File: config.mk
export PLATFORM = sky130hd
export DESIGN_NAME = seq_div16
export DESIGN_NICKNAME = d
export VERILOG_FILES = /design/src/rtl/div_pkg.sv /design/src/rtl/div_trial_sub.sv /design/src/rtl/seq_div16.sv
export SDC_FILE = /design/constraint.sdc
export NUM_CORES = 1
export LEC_CHECK = 0
export CORE_MARGIN = 4
export CORE_UTILIZATION = 40
export DETAILED_ROUTE_END_ITERATION = 8
export PLACE_DENSITY = 0.64
export REMOVE_ABC_BUFFERS = 1
export SETUP_SLACK_MARGIN = 0.2
export SYNTH_ARGS = -nofsm -noshare
export SYNTH_HDL_FRONTEND = slang
export SYNTH_SLANG_ARGS = --single-unit
File: constraint.sdc
create_clock -name clk -period 5.55 [get_ports clk]
set_clock_uncertainty 0.05 [all_clocks]
set_input_delay 1.11 -clock clk [delete_from_list [all_inputs] [get_ports clk]]
set_output_delay 1.11 -clock clk [all_outputs]
set_load 0.05 [all_outputs]
File: src/rtl/div_pkg.sv
// Shared constants, FSM encoding and helpers for the sequential 16-bit divider.
package div_pkg;

  localparam int unsigned ITERS = 16;

  localparam logic [15:0] SAT_MAX = 16'h7FFF;
  localparam logic [15:0] SAT_MIN = 16'h8000;
  localparam logic [15:0] UMAX    = 16'hFFFF;

  typedef enum logic [2:0] {
    StIdle,
    StPrep,
    StIter,
    StFix,
    StDone
  } div_state_e;

  // Two's-complement negate when neg is set, pass through otherwise.
  function automatic logic [15:0] neg_if(input logic [15:0] v, input logic neg);
    return neg ? (~v + 16'd1) : v;
  endfunction

endpackage

File: src/rtl/div_trial_sub.sv
// Trial subtractor for one restoring-division step: diff = a - b, borrow when a < b.
module div_trial_sub #(
  parameter int unsigned WIDTH = 17
) (
  input  logic [WIDTH-1:0] a,
  input  logic [WIDTH-1:0] b,
  output logic [WIDTH-1:0] diff,
  output logic             borrow
);

  // Extend by one bit so the top bit of the result is the borrow out.
  always_comb begin
    {borrow, diff} = {1'b0, a} - {1'b0, b};
  end

endmodule

File: src/rtl/seq_div16.sv
// Sequential 16-bit restoring divider, signed or unsigned, one quotient bit per cycle.
// Fixed latency: PREP, ITERS x ITER, FIX, DONE regardless of operands.
module seq_div16
  import div_pkg::*;
#(
  parameter int unsigned ITERS = div_pkg::ITERS
) (
  input  logic        clk,
  input  logic        rst,
  input  logic        start,
  input  logic        is_signed,
  input  logic [15:0] dividend,
  input  logic [15:0] divisor,
  output logic        busy,
  output logic        done,
  output logic [15:0] quotient,
  output logic [15:0] remainder,
  output logic        N,
  output logic        Z,
  output logic        V,
  output logic        div_by_zero
);

  localparam logic [4:0] LastIter = 5'(ITERS - 1);

  div_state_e state_q, state_d;

  // Raw operands captured with start.
  logic        sgn_q;
  logic [15:0] dvd_q, dvs_q;

  // Working registers.
  logic [15:0] bmag_q;
  logic        qneg_q, rneg_q;
  logic [15:0] rem_q, quo_q;
  logic [4:0]  cnt_q;

  // Result registers.
  logic [15:0] quo_res_q, rem_res_q;
  logic        n_q, z_q, v_q, dbz_q;

  // Operand magnitudes for PREP.
  logic        dvd_neg, dvs_neg;
  logic [15:0] amag, bmag;

  // Restoring step.
  logic [16:0] trial_diff;
  logic        trial_borrow;
  logic [15:0] rem_step, quo_step;
  logic        unused_diff_msb;

  // FIX-stage results.
  logic [15:0] fix_q, fix_r;
  logic        fix_v, fix_dbz, fix_n, fix_z;

  // State register.
  always_ff @(posedge clk or posedge rst) begin
    if (rst) begin
      state_q <= StIdle;
    end else begin
      state_q <= state_d;
    end
  end

  // Next-state logic; start is only honoured in IDLE.
  always_comb begin
    state_d = state_q;
    unique case (state_q)
      StIdle:  if (start) state_d = StPrep;
      StPrep:  state_d = StIter;
      StIter:  if (cnt_q == LastIter) state_d = StFix;
      StFix:   state_d = StDone;
      StDone:  state_d = StIdle;
      default: state_d = StIdle;
    endcase
  end

  // Status outputs decoded from the state.
  always_comb begin
    busy = 1'b0;
    done = 1'b0;
    unique case (state_q)
      StPrep, StIter, StFix: busy = 1'b1;
      StDone:                done = 1'b1;
      default:               ;
    endcase
  end

  // Magnitudes and signs derived from the captured operands.
  always_comb begin
    dvd_neg = sgn_q & dvd_q[15];
    dvs_neg = sgn_q & dvs_q[15];
    amag    = neg_if(dvd_q, dvd_neg);
    bmag    = neg_if(dvs_q, dvs_neg);
  end

  div_trial_sub #(
    .WIDTH(17)
  ) u_trial (
    .a      ({rem_q, quo_q[15]}),
    .b      ({1'b0, bmag_q}),
    .diff   (trial_diff),
    .borrow (trial_borrow)
  );

  // Restore on borrow; the kept difference is always below the divisor so fits 16 bits.
  always_comb begin
    unused_diff_msb = trial_diff[16];
    rem_step        = trial_borrow ? {rem_q[14:0], quo_q[15]} : trial_diff[15:0];
    quo_step        = {quo_q[14:0], ~trial_borrow};
  end

  // Operand capture on an accepted start.
  always_ff @(posedge clk or posedge rst) begin
    if (rst) begin
      sgn_q <= 1'b0;
      dvd_q <= '0;
      dvs_q <= '0;
    end else if (state_q == StIdle && start) begin
      sgn_q <= is_signed;
      dvd_q <= dividend;
      dvs_q <= divisor;
    end
  end

  // Iteration datapath: PREP loads magnitudes, ITER shifts and subtracts.
  always_ff @(posedge clk or posedge rst) begin
    if (rst) begin
      bmag_q <= '0;
      qneg_q <= 1'b0;
      rneg_q <= 1'b0;
      rem_q  <= '0;
      quo_q  <= '0;
      cnt_q  <= '0;
    end else if (state_q == StPrep) begin
      bmag_q <= bmag;
      qneg_q <= dvd_neg ^ dvs_neg;
      rneg_q <= dvd_neg;
      rem_q  <= '0;
      quo_q  <= amag;
      cnt_q  <= '0;
    end else if (state_q == StIter) begin
      rem_q <= rem_step;
      quo_q <= quo_step;
      // Hold at the final count rather than wrapping.
      if (cnt_q != LastIter) cnt_q <= cnt_q + 5'd1;
    end
  end

  // Sign fix-up, saturation and divide-by-zero overrides.
  always_comb begin
    fix_q   = neg_if(quo_q, qneg_q);
    fix_r   = neg_if(rem_q, rneg_q);
    fix_v   = 1'b0;
    fix_dbz = 1'b0;
    if (dvs_q == 16'h0000) begin
      fix_dbz = 1'b1;
      fix_v   = 1'b1;
      fix_r   = dvd_q;
      if (!sgn_q)        fix_q = UMAX;
      else if (dvd_q[15]) fix_q = SAT_MIN;
      else                fix_q = SAT_MAX;
    end else if (sgn_q && !qneg_q && quo_q[15]) begin
      // Only the most-negative / -1 case lands here.
      fix_q = SAT_MAX;
      fix_v = 1'b1;
    end
    fix_n = sgn_q & fix_q[15];
    fix_z = (fix_q == 16'h0000);
  end

  // Results change only on the FIX->DONE edge.
  always_ff @(posedge clk or posedge rst) begin
    if (rst) begin
      quo_res_q <= '0;
      rem_res_q <= '0;
      n_q       <= 1'b0;
      z_q       <= 1'b1;
      v_q       <= 1'b0;
      dbz_q     <= 1'b0;
    end else if (state_q == StFix) begin
      quo_res_q <= fix_q;
      rem_res_q <= fix_r;
      n_q       <= fix_n;
      z_q       <= fix_z;
      v_q       <= fix_v;
      dbz_q     <= fix_dbz;
    end
  end

  assign quotient    = quo_res_q;
  assign remainder   = rem_res_q;
  assign N           = n_q;
  assign Z           = z_q;
  assign V           = v_q;
  assign div_by_zero = dbz_q;

endmodule

==> results of run 1 <==
## final cells by class
| type | count | area share |
|---|---|---|
| Inverter | 35 | 0.0149 |
| Tap cell | 229 | 0.0318 |
| Multi-Input combinational cell | 624 | 0.442 |
| Clock inverter | 11 | 0.0210 |
| Clock buffer | 20 | 0.0496 |
| Sequential cell | 127 | 0.353 |
| Timing Repair Buffer | 82 | 0.0886 |
## metrics by stage
step,cell area [µm²],hold slack [ns],utilization,instances,setup WS [ns]
final,9010,0.421,0.495,1128,2.44
after global routing,9010,0.449,0.495,1128,2.39
after CTS,9010,0.427,0.495,1128,2.43
after floorplan,7280,0.400,-,786,0.193
after global placement,8380,0.406,0.460,1097,2.75
after detailed placement,8380,0.414,0.460,1097,2.74
## worst register-to-register path, delay by kind of cell (launching register included)
kind	cells	cell delay, ns
compound gates	3	0.56
buf+inv	1	0.30
simple gates	3	1.08
flops	1	0.77
## cell families (layout without fill, tap and decap cells)
logic type	count (synthesis)	after routing	share of synthesized area
flops	127	127	0.424
buf+inv	81	148	0.0467
simple gates	283	283	0.174
fa+ha+maj	23	23	0.0394
compound gates	203	203	0.169
mux	51	51	0.0726
xor+xnor	64	64	0.0748
## layer usage
layer  wire length, µm  vias up  GRT usage
met2              8050      160      0.264
met3               928       25     0.0359
met1              9180     2967      0.259
li1                  -     3035          -
met4               381        0     0.0713
met5                 0        -          0
## flip-flops by register name, summed over array words and instances (netlist names), 3 cells and up
signal and count:
state_q 3, cnt_q 5, dvd_q 16, bmag_q 16
remainder 16, quotient 16, rem_q 16, quo_q 16
dvs_q 16
## synthesized netlist by cell type, drive strengths merged, types with 6 or more instances
| cell | count | area (µm²) |
|---|---|---|
| a21oi | 31 | 155 |
| a31oi | 18 | 113 |
| a32oi | 6 | 52.6 |
| and2 | 6 | 38.8 |
| buf | 8 | 66.3 |
| clkbuf | 37 | 143 |
| dfrtp | 126 | 3150 |
| ha | 22 | 275 |
| inv | 34 | 128 |
| mux2 | 27 | 304 |
| mux2i | 24 | 240 |
| nand2 | 135 | 507 |
| nand3 | 10 | 50.1 |
| nand4 | 7 | 43.8 |
| nor2 | 65 | 244 |
| nor3 | 9 | 50.1 |
| nor4 | 9 | 62.6 |
| o21ai | 95 | 479 |
| o31ai | 12 | 100 |
| o41ai | 7 | 80.1 |
| or3 | 10 | 72.6 |
| xnor2 | 37 | 324 |
| xor2 | 27 | 236 |
## power groups by stage
stage | Combinational, mW | Sequential, mW | Clock [mW]
floorplan | 2.17 | 2.13 | 0
global placement | 3.31 | 1.90 | 0
detailed placement | 3.36 | 1.91 | 0
CTS | 3.38 | 1.90 | 1.23
global route | 3.73 | 1.98 | 1.27
finish | 3.37 | 1.91 | 1.21
## worst paths after layout
path,end,cells past startpoint,slack (ns),start
hold / removal,quotient[1]$_DFFE_PP0P_,2,0.42,quotient[1]$_DFFE_PP0P_
setup reg to reg,Z$_DFFE_PP1P_,7,2.72,qneg_q$_DFFE_PP0P_
setup / recovery,done,3,2.44,state_q[1]$_DFFE_PP0P_
min in group asynchronous,dvs_q[7]$_DFFE_PP0P_,2,1.01,rst
max in group asynchronous,bmag_q[2]$_DFFE_PP0P_,3,3.41,rst
hold reg to reg,quotient[1]$_DFFE_PP0P_,2,0.42,quotient[1]$_DFFE_PP0P_
==> reports/qor_table.md, run 1 <==
| Item | Value |
| --- | --- |
| Share of the clock period used by the worst path | 0.560 |
| Buffer and inverter count on the worst path | 1 |
| Max-cap violations | 0 |
| Area of the multi-input gates | 0.00398 mm² |
| All-layer global routing usage | 0.179 |
| Most frequent standard cell in the layout excluding fill and tap cells | nand2_1 |
| Iteration count of the initial detailed-routing pass | 8 |
| CTS tree | built |
| Achievable clock frequency | 322 MHz |
| Overall power of the completed layout | 6.48 mW |
| Commonest cells after routing, fill and taps aside | nand2_1, dfrtp_1, o21ai_0 |
| Iteration-0 DRC Markers | 519 |
| Die width | 145 µm |
| Initial Util | 0.412 |
| Final weighted congestion in routability-driven placement | 0.857 |
| Total count of max-transition violations in the final report | 0 |
| Leakage | 3.90 nW |
| Diodes inserted | 0 |
| Proportion of layout cells with a drive suffix above 1 | 0.0934 |
| FP Rows | 49 |
| Total DRC errors in the routed layout | 0 |
| Largest net degree at the start of global routing | 61 |
| Worst Path Class, Setup | flop to output port |
| Overflow left after global routing | 0 |
| Bufs on Longest Clock Path | 2 |
| Startpoint Class | flop |
| FF/Latch Area | 0.00318 mm² |
| Area added between synthesis and finish | 20.2% |
| Via count of the first global-routing pass | 5975 |
| Clock-pin transition on the worst setup and hold timing paths | 0.06 ns |
| Data required, critical path | 4.39 ns |
| Detailed-route vias per instance | 5.48 |
| Clock latency at the later pin of the worst-skew pair | 0.43 ns |
| Crit. End Element | output port |
| Wire length of the first global-routing pass | 30600 µm |
| Clock period minus final worst setup slack | 3.11 ns |
| Signal arrival time at the worst endpoint | 1.95 ns |
| Post-cts repair resize count | 0 |
| Total length of routed wires | 18500 µm |
| Power per standard cell area | 719 mW/mm² |
| Ports | 74 |
| DIE HEIGHT | 145 µm |
| Switching share of power | 0.452 |
| Cell internal power dissipation | 3.55 mW |
| Worst-path cell chain | nor2_1 > and2_1 > clkdlybuf4s50_1 |
| Mapped Cells | 832 |
| Routed wirelength normalized by instance count | 16.4 µm |
| Final nets | 946 |
| Cell area after synthesis | 0.00750 mm² |
| Async S/R FF share, synth | 1.00 |
| Avg Synthesized Cell Area | 9.01 µm² |
| VDD IR-drop max | 0.370 mV |
| Clk root buf | clkbuf_16 |
| Ys Warns | 0 |
| Total die area | 0.0210 mm² |
| Setup fix buffers added after clock tree synthesis | 0 |
| Number of synthesized flops with an enable pin | 0 |
| Number of H-tree levels | 4 |
| Worst path slowest cell | clkdlybuf4s50_1 |
| Slowest stage delay, CP | 0.79 ns |
| Switching power | 2.93 mW |
| Most used DFF post-synth | dfrtp_1 |
| Final number of setup-violating endpoints | 0 |
| Final Hold Viols | 0 |
| Relative slew slack | 0.241 |
| Portion of total power attributed to sequential cells | 0.294 |
| Placed wire-length estimate after detailed placement | 13200 µm |
| Number of I/O port buffers | 73 |
| Count of hold buffers inserted by post-cts repair | 0 |
| Largest fanout of any net on the critical path | 8 |
| Setup TNS | 0 ns |
| Worst path top cell family by delay | buffers and inverters |
| Clock network fraction of design power | 0.187 |
| Clock net sink count | 127 |
| Fraction of power consumed by combinational cells | 0.519 |
| Unrepaired setup endpoints after global routing | no |
| Run status | complete, no violations |
| Area inside the core boundary | 0.0182 mm² |
| Initial antenna violation count | 0 |
| Seq/Total Area, Yosys | 0.424 |
| Actual slew at the worst max-slew pin | 1.14 ns |
| Filler cell count in the final layout | 1708 |
| Distinct cell type count of the synthesized netlist | 72 |
| Number of synthesized register bits | 127 |
| Antenna viol nets, final | 0 |
| Clock buffer count from CTS | 17 |
| Classification of the worst-slack hold path | flop to flop |
| Total number of vias | 6187 |
Power figures use the tool's default switching activity.
==> run 2, diff against run 1 <==
Settings changed: PLACE_DENSITY 0.64 to 0.67.
Clock period 5.55 ns to 2.7 ns, I/O delays scaled along.
==> run 2 against run 1 <==
Final area up 5.3%; sequential power increased by 98%; hold slack lost 0.15 ns; clock power rose by 110%; global-route usage is 0.86 points higher; core utilization up 2.6 points; total power increased by 120%; highest routed layer unchanged.
==> reports/qor_table.md, run 2 (synthesis gave the netlist of run 1 again) <==
| Item | Value | vs previous |
| --- | --- | --- |
| Run status | complete, no violations |  |
| Total length of routed wires | 19700 µm | +6.3% |
| Detailed-route vias per instance | 5.50 | +0.27% |
| Clock latency at the later pin of the worst-skew pair | 0.42 ns | about the same |
| Initial antenna violation count | 0 | unchanged |
| Antenna viol nets, final | 0 | unchanged |
| All-layer global routing usage | 0.187 | +0.00860 |
| Clock period minus final worst setup slack | 2.56 ns |  |
| Fraction of power consumed by combinational cells | 0.559 | +0.040 |
| Classification of the worst-slack hold path | input port to async pin |  |
| VDD IR-drop max | 0.628 mV | +70% |
| Achievable clock frequency | 390 MHz |  |
| Final weighted congestion in routability-driven placement | 0.889 | +3.8% |
| Total number of vias | 6396 | +3.4% |
| Worst path top cell family by delay | simple AND/OR/NAND/NOR gates |  |
| Number of I/O port buffers | 73 | unchanged |
| Clock-pin transition on the worst setup and hold timing paths | 0.06 ns | about the same |
| Iteration-0 DRC Markers | 485 | -6.6% |
| Data required, critical path | 2.99 ns | -1.40 ns |
| Ports | 74 | unchanged |
| Placed wire-length estimate after detailed placement | 13500 µm | +2.2% |
| FP Rows | 49 | unchanged |
| Diodes inserted | 0 | unchanged |
| Fin area | 0.00949 mm² | +5.3% |
| Via count of the first global-routing pass | 6362 | +6.5% |
| Worst Hold Margin | 0.274 ns | -0.148 ns |
| Share of the clock period used by the worst path | 0.949 |  |
| Timing startpoint of the critical path | quo_q[0]$_DFFE_PP0N_ |  |
| Uppermost layer routed | met4 |  |
| Final core utilization | 0.521 | +0.0261 |
| Worst path slowest cell | or4_1 |  |
| Largest net degree at the start of global routing | 127 | +110% |
| Most frequent standard cell in the layout excluding fill and tap cells | nand2_1 |  |
| Die width | 145 µm | unchanged |
| Proportion of layout cells with a drive suffix above 1 | 0.160 | +0.0661 |
| Final Hold Viols | 0 | unchanged |
| Overall power of the completed layout | 14.3 mW | +120% |
| Initial Util | 0.412 | unchanged |
| Wire length of the first global-routing pass | 32400 µm | +5.7% |
| Buffer and inverter count on the worst path | 2 | +1 |
| Leakage | 4.11 nW | +5.4% |
| Cell internal power dissipation | 7.80 mW | +120% |
| Slowest stage delay, CP | 0.51 ns | -0.28 ns |
| Critical R2R Launch | quo_q[0]$_DFFE_PP0N_ |  |
| Count of hold buffers inserted by post-cts repair | 0 | unchanged |
| Placed inst area | 0.00859 mm² | +2.5% |
| Startpoint Class | flop |  |
| Commonest cells after routing, fill and taps aside | nand2_1, dfrtp_1, o21ai_0 |  |
| Clock buffer count from CTS | 17 | unchanged |
| Crit. End Element | flop |  |
| Wire length on met1 | 9460 µm | +3.0% |
| Power per standard cell area | 1500 mW/mm² | +110% |
| Number of H-tree levels | 4 | unchanged |
| Total DRC errors in the routed layout | 0 | unchanged |
| Worst-path cell chain | inv_1 > ha_2 > inv_2 > or4_1 > a31o_1 > or4_4 > o21ai_1 > nand4_1 > o31ai_2 |  |
| Area added between synthesis and finish | 26.6% |  |
| Iteration count of the initial detailed-routing pass | 5 | -3 |
| DIE HEIGHT | 145 µm | unchanged |
| Actual slew at the worst max-slew pin | 1.10 ns | -0.0346 ns |
| Clock net sink count | 127 | unchanged |
| Total die area | 0.0210 mm² | unchanged |
| Clk root buf | clkbuf_16 |  |
| Clock network fraction of design power | 0.175 | -0.012 |
| Largest fanout of any net on the critical path | 4 | -4 |
| Routed wirelength normalized by instance count | 16.9 µm | +3.1% |
| Bufs on Longest Clock Path | 2 | unchanged |
| Routed wire length on met3 | 1060 µm | +14% |
| Met2 WL | 8810 µm | +9.4% |
| Max-cap violations | 0 | unchanged |
| Total count of max-transition violations in the final report | 0 | unchanged |
| Signal arrival time at the worst endpoint | 2.85 ns | +0.90 ns |
| CTS tree | built |  |
| Switching power | 6.47 mW | +120% |
| Worst Path Class, Setup | flop to flop |  |
| Relative slew slack | 0.266 | +0.0249 |
| Overflow left after global routing | 0 | unchanged |
| Area inside the core boundary | 0.0182 mm² | unchanged |
| Final number of setup-violating endpoints | 0 | unchanged |
| Switching share of power | 0.454 | +0.00198 |
| Unrepaired setup endpoints after global routing | yes |  |
| Portion of total power attributed to sequential cells | 0.266 | -0.028 |
| Final nets | 980 | +3.6% |
-- run 2: final cells by class --
cell class	count	area (µm²)
Sequential cell	127	3180
Multi-Input combinational cell	624	4150
Clock buffer	19	453
Inverter	35	134
Clock inverter	13	186
Tap cell	229	287
Fill cell	1677	8720
Timing Repair Buffer	116	1100
-- run 2: what timing repair did --
item,CTS,global route
cloned,1,0
pin swaps,7,13
setup endpoints to repair,18,24
setup buffers,8,2
gates resized for setup,17,27
-- run 2: path summary, 6_finish.rpt --
| kind | to | depth (start not counted) | slack [ns] |
|---|---|---|---|
| hold reg to reg | quotient[5]$_DFFE_PP0P_ | 2 | 0.41 |
| max in group asynchronous | sgn_q$_DFFE_PP0P_ | 3 | 1.49 |
| hold / removal | remainder[11]$_DFFE_PP0P_ | 2 | 0.27 |
| setup reg to reg | Z$_DFFE_PP1P_ | 9 | 0.14 |
| setup / recovery | Z$_DFFE_PP1P_ | 9 | 0.14 |
| min in group clk | quotient[5]$_DFFE_PP0P_ | 2 | 0.41 |
-- run 2: layer usage --
| layer | vias up | GRT usage |
|---|---|---|
| met1 | 3087 | 0.267 |
| met5 | - | 0 |
| met3 | 25 | 0.0440 |
| li1 | 3106 | - |
| met2 | 178 | 0.283 |
| met4 | 0 | 0.0618 |
-- run 2: stage by stage --
stage	setup slack, ns	TNS, ns	instances
6_report	0.139	0	1163
5_1_grt	0.0201	0	1163
4_1_cts	0.181	0	1161
3_5_place_dp	0.0227	0	1120
3_3_place_gp	0.131	0	1120
2_1_floorplan	-2.09	-247.28	786
-- run 2: power groups by stage --
stage                     clock network (mW)  logic, mW  registers (mW)
after floorplan                            0       4.46            4.38
after global placement                     0       7.25            3.76
after detailed placement                   0       7.33            3.77
after CTS                               2.53       7.66            3.76
after global routing                    2.63       8.74            3.93
final                                   2.49       7.98            3.79
==> run 3, diff against run 2 <==
Settings changed: CTS_BUF_LIST set to sky130_fd_sc_hd__clkbuf_8 sky130_fd_sc_hd__clkbuf_16.
==> results of run 3 <==
Same layout as run 2: the final DEF is identical, and so are final timing and power.
